==> config.mk <==
export PLATFORM = sky130hd
export DESIGN_NAME = bus_arbiter
export DESIGN_NICKNAME = d
export VERILOG_FILES = /design/src/rtl/bus_arbiter.sv
export SDC_FILE = /design/constraint.sdc
export NUM_CORES = 1
export LEC_CHECK = 0
export BUFFER_PORTS_ARGS = -buffer_cell sky130_fd_sc_hd__clkbuf_2
export CAP_MARGIN = 20
export CORE_MARGIN = 10
export CORE_UTILIZATION = 27
export CTS_CLUSTER_SIZE = 30
export DETAILED_ROUTE_END_ITERATION = 16
export PLACE_DENSITY_LB_ADDON = 0.3
export REMOVE_ABC_BUFFERS = 1
export SETUP_SLACK_MARGIN = 0.15
export SLEW_MARGIN = 25
export SYNTH_ARGS = -nofsm -noshare
export SYNTH_HDL_FRONTEND = slang
export SYNTH_SLANG_ARGS = --single-unit
==> constraint.sdc <==
create_clock -name clk -period 1.2 [get_ports clk]
set_clock_uncertainty 0.15 [all_clocks]
set_input_delay 0.3 -clock clk [delete_from_list [all_inputs] [get_ports clk]]
set_output_delay 0.3 -clock clk [all_outputs]
set_load 0.005 [all_outputs]
==> src/rtl/bus_arbiter.sv <==
// bus_arbiter: two-master arbiter sharing the 16-bit peripheral bus between
// the CPU (master 0) and a DMA/loader master (master 1).
// Optional feature macro: BUS_ARB_FAIRNESS_EN. When defined, DMA grants are
// bounded to MAX_BURST accesses and an S_GAP state forces one CPU access
// before the DMA master may own the bus again. When undefined, DMA keeps the
// bus until it drops dma_req.
module bus_arbiter #(
    parameter int unsigned MAX_BURST = 16,
    parameter int unsigned BURST_W   = 8
) (
    input  logic        clk,
    input  logic        reset,
    // CPU side
    input  logic [15:0] cpu_next_addr,
    input  logic        cpu_next_rd,
    input  logic        cpu_next_we,
    input  logic [7:0]  cpu_do,
    output logic        cpu_enable,
    output logic [7:0]  cpu_di,
    // DMA side
    input  logic        dma_req,
    input  logic [15:0] dma_addr,
    input  logic        dma_we,
    input  logic [7:0]  dma_wdata,
    output logic        dma_ack,
    output logic [7:0]  dma_rdata,
    output logic        dma_rvalid,
    // Decoder side
    output logic [15:0] bus_next_addr,
    output logic        bus_next_rd,
    output logic        bus_next_we,
    output logic [7:0]  bus_do,
    input  logic        bus_enable,
    input  logic [7:0]  bus_di
);

    typedef enum logic [1:0] {
        S_CPU = 2'd0,
        S_DMA = 2'd1,
        S_GAP = 2'd2
    } state_t;

    state_t      r_state;
    state_t      w_state_nxt;
    logic        w_dma_owner;
    logic        r_cpu_acc_q;
    logic [7:0]  r_cpu_hold;
    logic        r_dma_rvalid;

`ifdef BUS_ARB_FAIRNESS_EN
    localparam logic [BURST_W-1:0] LP_BURST_LAST = BURST_W'(MAX_BURST - 1);

    logic [BURST_W-1:0] r_burst_cnt;
    logic               w_burst_last;

    assign w_burst_last = (r_burst_cnt == LP_BURST_LAST);
`else
    // Burst parameters only matter when the fairness limit is built in.
    logic w_unused_cfg;
    assign w_unused_cfg = (MAX_BURST < (32'd1 << BURST_W));
`endif

    assign w_dma_owner = (r_state == S_DMA);

    // State register; reset returns ownership to the CPU immediately.
    always_ff @(posedge clk or posedge reset) begin
        if (reset) begin
            r_state <= S_CPU;
        end else begin
            r_state <= w_state_nxt;
        end
    end

    // Next-state logic and the combinational bus/handshake mux.
    always_comb begin
        w_state_nxt   = r_state;
        bus_next_addr = cpu_next_addr;
        bus_next_rd   = cpu_next_rd;
        bus_next_we   = cpu_next_we;
        bus_do        = cpu_do;
        cpu_enable    = bus_enable;
        dma_ack       = 1'b0;

        if (w_dma_owner) begin
            bus_next_addr = dma_addr;
            bus_next_rd   = dma_req & ~dma_we;
            bus_next_we   = dma_req & dma_we;
            bus_do        = dma_wdata;
            cpu_enable    = 1'b0;
            dma_ack       = dma_req & bus_enable;
        end

        case (r_state)
            S_CPU: begin
                // The CPU access presented this cycle completes before the switch.
                if (dma_req && bus_enable) begin
                    w_state_nxt = S_DMA;
                end
            end
            S_DMA: begin
                if (!dma_req) begin
                    w_state_nxt = S_CPU;
                end
`ifdef BUS_ARB_FAIRNESS_EN
                else if (bus_enable && w_burst_last) begin
                    w_state_nxt = S_GAP;
                end
`endif
            end
            S_GAP: begin
                if (bus_enable) begin
                    w_state_nxt = S_CPU;
                end
            end
            default: begin
                w_state_nxt = S_CPU;
            end
        endcase
    end

`ifdef BUS_ARB_FAIRNESS_EN
    // Counts DMA acks within the current grant; cleared on each new grant.
    always_ff @(posedge clk or posedge reset) begin
        if (reset) begin
            r_burst_cnt <= '0;
        end else if ((r_state == S_CPU) && (w_state_nxt == S_DMA)) begin
            r_burst_cnt <= '0;
        end else if (dma_ack) begin
            r_burst_cnt <= r_burst_cnt + 1'b1;
        end
    end
`endif

    // Track whether the CPU's read data arrives this cycle, and keep a copy
    // so the CPU sees a stable value while it is stalled.
    always_ff @(posedge clk or posedge reset) begin
        if (reset) begin
            r_cpu_acc_q <= 1'b0;
            r_cpu_hold  <= '0;
        end else begin
            r_cpu_acc_q <= cpu_enable & (cpu_next_rd | cpu_next_we | ~w_dma_owner);
            if (r_cpu_acc_q) begin
                r_cpu_hold <= bus_di;
            end
        end
    end

    // DMA read data is valid the cycle after its address was accepted.
    always_ff @(posedge clk or posedge reset) begin
        if (reset) begin
            r_dma_rvalid <= 1'b0;
        end else begin
            r_dma_rvalid <= dma_ack & ~dma_we;
        end
    end

    assign cpu_di     = r_cpu_acc_q ? bus_di : r_cpu_hold;
    assign dma_rdata  = bus_di;
    assign dma_rvalid = r_dma_rvalid;

endmodule

# After elaboration in Yosys (flattened, before gate mapping)
# Index checks and enable logic that the tools add are counted.
[totals] output_inout_bits=45 inputBits=63 reg_bits=12
[op_classes] n_reduce_logical=3 muxes=11 n_eq_ne=5 bitwise_logic=9
[op_table] cell="16-bit 2-to-1 mux" n=1
[op_table] cell="8-bit 2-to-1 mux" n=2
[op_table] cell="2-bit 2-to-1 mux" n=3
[op_table] cell="2-bit != test (second input constant)" n=3
[op_table] cell="2-bit one-hot mux with 3 select lines" n=1
[op_table] cell="1-bit AND" n=5
[op_table] cell="1-bit 2-to-1 mux" n=4
[op_table] cell="3-bit AND reduction" n=1
[op_table] cell="2-bit by 1-bit == test with 1-bit output (second input constant)" n=1
[op_table] cell="2-bit == test (second input constant)" n=1
[op_table] cell="2-bit logical NOT" n=1
[op_table] cell="1-bit inverter" n=2
[op_table] cell="1-bit bitwise OR" n=2
[op_table] cell="1-bit logical AND" n=1

# Depth between registers and ports, before layout
[logic_depth] word_depth=4 depth_mapped=3 ltp_nobuf=2

# Worst setup path after synthesis
# Ideal clock, no wire load.
[synth_timing] kind="flip-flop to output port" start="register r_state[0]" end="output port bus_do[1]" stages_incl_launch_ff=3 setup_slack_ns=-0.132 arrival_time_ns=0.882 cell_sequence="dfrtp_1 > buf_6 > mux2_2"
[synth_between] elab_chain_cells=2
[synth_lines] element="start, declared" line_no="43" rtl="state_t r_state;"
[synth_lines] element="start signal, assigned" line_no="70" rtl="r_state <= w_state_nxt;"
[synth_lines] element="2-bit by 1-bit == test with 1-bit output" line_no="63" rtl="assign w_dma_owner = (r_state == S_DMA);"
[synth_lines] element="8-bit 2-to-1 mux" line_no="84" rtl="if (w_dma_owner) begin"
[synth_lines] element="end, declared" line_no="32" rtl="output logic [7:0] bus_do,"
# Every way passes these cells.

# Final worst setup path
[layout_timing] start="register r_state[0]" end="output port bus_next_addr[14]"
[layout_between] elab_chain_cells=2
[layout_lines] element="2-bit by 1-bit == test with 1-bit output" line_no="63"
[layout_lines] element="16-bit 2-to-1 mux" line_no="84"
[layout_lines] element="end, declared" line_no="29" rtl="output logic [15:0] bus_next_addr,"
# Every way passes these cells.

==> results.py <==
metrics = {
    "power_and_ir_drop": {
        "p_switching_w": 0.0003379,
        "p_clk_share_pct": 19.7,
        "switching_share_pct": 26.99,
        "pwr-share-seq_pct": 34.5,
        "peakVddDrop_uv": 758.2,
        "p_per_area_nw_per_um2": 829.0,
        "cellInternalPower_w": 0.0009141,
        "combPwrFrac_pct": 45.8,
        "p_leak_nw": 0.8673,
    },
    "sta": {
        "setup_viol": 39,
        "finalCriticalPeriod_ns": 1.753,
        "hold_ws_ns": 0.08644,
        "fin_crit_sh_pct": 146.1,
        "finalHoldViolations": 0,
        "fmax_ghz": 0.5703,
        "maxSlewHeadroom_pct": 83.46,
        "grt_setup_unrepaired": "yes",
        "fin_ws_ns": -0.5535,
        "tightest_slew_ns": 0.2476,
        "drv_slew": 0,
    },
    "setup_path": {
        "path_cells": "buf_12 > mux2_2 > clkbuf_2",
        "crit_family": "flip-flops",
        "crit_type": "reg -> out",
        "critical_path.max_stage_delay_ns": 0.42,
        "worst_path_max_delay_cell": "dfrtp_2",
        "required_ns": 0.75,
        "critPathMaxFanout": 16,
        "cp-start-kind": "flop",
        "end_kind": "output port",
        "path_buf_inv": 2,
        "critPathArrivalTime_ns": 1.30,
    },
    "global_routing": {
        "grt-ovfl-total": 0,
        "grt_pass1_vias": 1040,
        "grt_max_degree": 32,
        "grt_pass1_wl_microns": 4816,
        "global_route.usage.total_pct": 11.01,
        "antenna_found_initial": 0,
    },
    "yosys": {
        "synth_top_area_cell": "mux2_2",
        "synth_warnings": 0,
        "synth_top_area_share_pct": 45.43,
        "ys_seq_elements": 11,
        "syn_area_per_cell_sq_um": 12.02,
        "synth-seq-area-share_pct": 34.70,
        "netlist_area_sq_um": 793.3,
        "synth.distinct_cells": 13,
        "netlist_top_cells_area": "mux2_2 (45%), dfrtp_1 (35%), buf_4 (7.6%)",
        "syn_inst": 66,
    },
    "floorplanning": {
        "die-area_sq_um": 5506,
        "start_util_pct": 28.52,
        "ios": 108,
        "die_w_microns": 74.21,
        "core_sq_um": 2781,
        "die_h_microns": 74.21,
        "rows": 19,
    },
    "layout": {
        "drive_gt1_share_pct": 89.14,
        "final_area_sq_um": 1510,
        "final_nets": 239,
        "final_cell_mix": "clkbuf_2 (102), mux2_2 (20), mux2_4 (12)",
        "finalNonFillerCells": 206,
        "syn2layout_area_growth_pct": 90.38,
        "diodes": 0,
        "final_common_cell": "clkbuf_2",
    },
    "detailed_routing": {
        "m1WireLength_microns": 1009,
        "wl_per_cell_microns": 16.81,
        "viasPerCell": 4.539,
        "wl_met3_microns": 829,
        "routed_wl_microns": 3462,
        "ant_nets": 0,
        "drc_errors": 0,
        "drt_iter0_drc": 21,
        "top_layer": "met4",
        "vias": 935,
        "wl_met2_microns": 1615,
        "first_pass_iters": 2,
    },
    "place": {
        "port_buffers": 107,
        "gp_congestion": 0.6871,
        "dp_slack_ns": -0.2762,
        "hpwlAfterDp_microns": 2971,
        "placedCellCount": 195,
        "place_area_sq_um": 1316,
    },
    "clock_network": {
        "cts_tree": "yes",
        "htree_levels": 1,
        "clock_latency_ns": 0.26,
        "clock_sinks": 11,
        "cts-root-buf": "clkbuf_4",
        "clk_pin_slew_ns": 0.07,
        "clockBufferDepth": 2,
        "numCtsBuffers": 3,
    },
    "run": {
        "maxCapViolations": 0,
    },
    "status": {
        "violations": "setup timing",
        "status": "complete, but fails checks",
    },
    "worst_hold_path": {
        "hp-class": "in -> reg",
    },
}
==> per-layer routing <==
layer | vias up | global-route usage [%]
met4 | 0 | 3.727
met3 | 2 | 10.64
li1 | 447 | -
met2 | 80 | 18.09
met5 | - | 0
met1 | 406 | 9.105
==> cell usage after synthesis <==
cell type / n
buf_6: 3
mux2_2: 32
buf_4: 8
nor2b_1: 2
dfrtp_1: 11
and3_2: 1
o22ai_1: 1
o21ai_0: 1
nand2_1: 1
buf_2: 1
o21a_1: 1
nand3_1: 1
inv_1: 3
==> flip-flops by register name, summed over array words and instances (netlist names) <==
name         count
r_state          1
dma_rvalid       1
r_cpu_hold       8
r_cpu_acc_q      1
==> path summary, 6_finish.rpt <==
path / startpoint / to / slack, ns / depth (start not counted)
setup / recovery: r_state[0] / bus_next_addr[14] / -0.55 / 3
hold / removal: dma_we / dma_rvalid / 0.09 / 2
setup reg to reg: r_cpu_acc_q / r_cpu_hold[7] / -0.13 / 4
hold reg to reg: r_cpu_hold[5] / r_cpu_hold[5] / 0.34 / 1
max in group asynchronous: reset / r_state[0] / 0.34 / 3
min in group asynchronous: reset / r_cpu_hold[5] / 0.36 / 3
==> through the flow <==
step                      util [%]  total power [W]  setup TNS [ns]
after floorplan                  -        0.0006199          -15.37
after global placement       47.32        0.0008981          -7.937
after detailed placement     47.32        0.0009091          -8.422
after CTS                    50.52         0.001224          -19.69
after global routing         54.30         0.001355          -21.35
final                        54.30         0.001252          -19.04
==> power groups by stage <==
stage                     Clock, W  Combinational [W]  Sequential, W
final                     0.000246           0.000573       0.000432
after global routing      0.000290           0.000630       0.000435
after CTS                 0.000266           0.000528       0.000430
after detailed placement         0           0.000473       0.000436
after global placement           0           0.000465       0.000433
after floorplan                  0           0.000170       0.000450
==> logic make-up after synthesis <==
group	count (synthesis)	synth area share (%)
compound gates	3	2.366
simple gates	5	3.627
mux	32	45.43
flops	11	34.70
buf+inv	15	13.88
==> final cells by class <==
| class | count | area [sq um] |
|---|---|---|
| fill | 250 | 1271 |
| timing repair buffer | 117 | 683.2 |
| multi-input combinational | 40 | 470.5 |
| sequential | 11 | 276.5 |
| tap | 31 | 38.79 |
| clock buffer | 4 | 26.28 |
| inverter | 3 | 15.01 |
==> what timing repair did <==
| item | in CTS | in global routing |
|---|---|---|
| endpoints found under the hold margin | 11 | 0 |
| buffers inserted | 2 | 2 |
| cloned | 0 | 2 |
| setup endpoints to repair | 47 | 58 |
| hold buffers | 1 | 0 |
| pin swaps | 0 | 0 |
| resized for setup | 10 | 17 |
No activity file was read; power rests on OpenSTA's default activity.
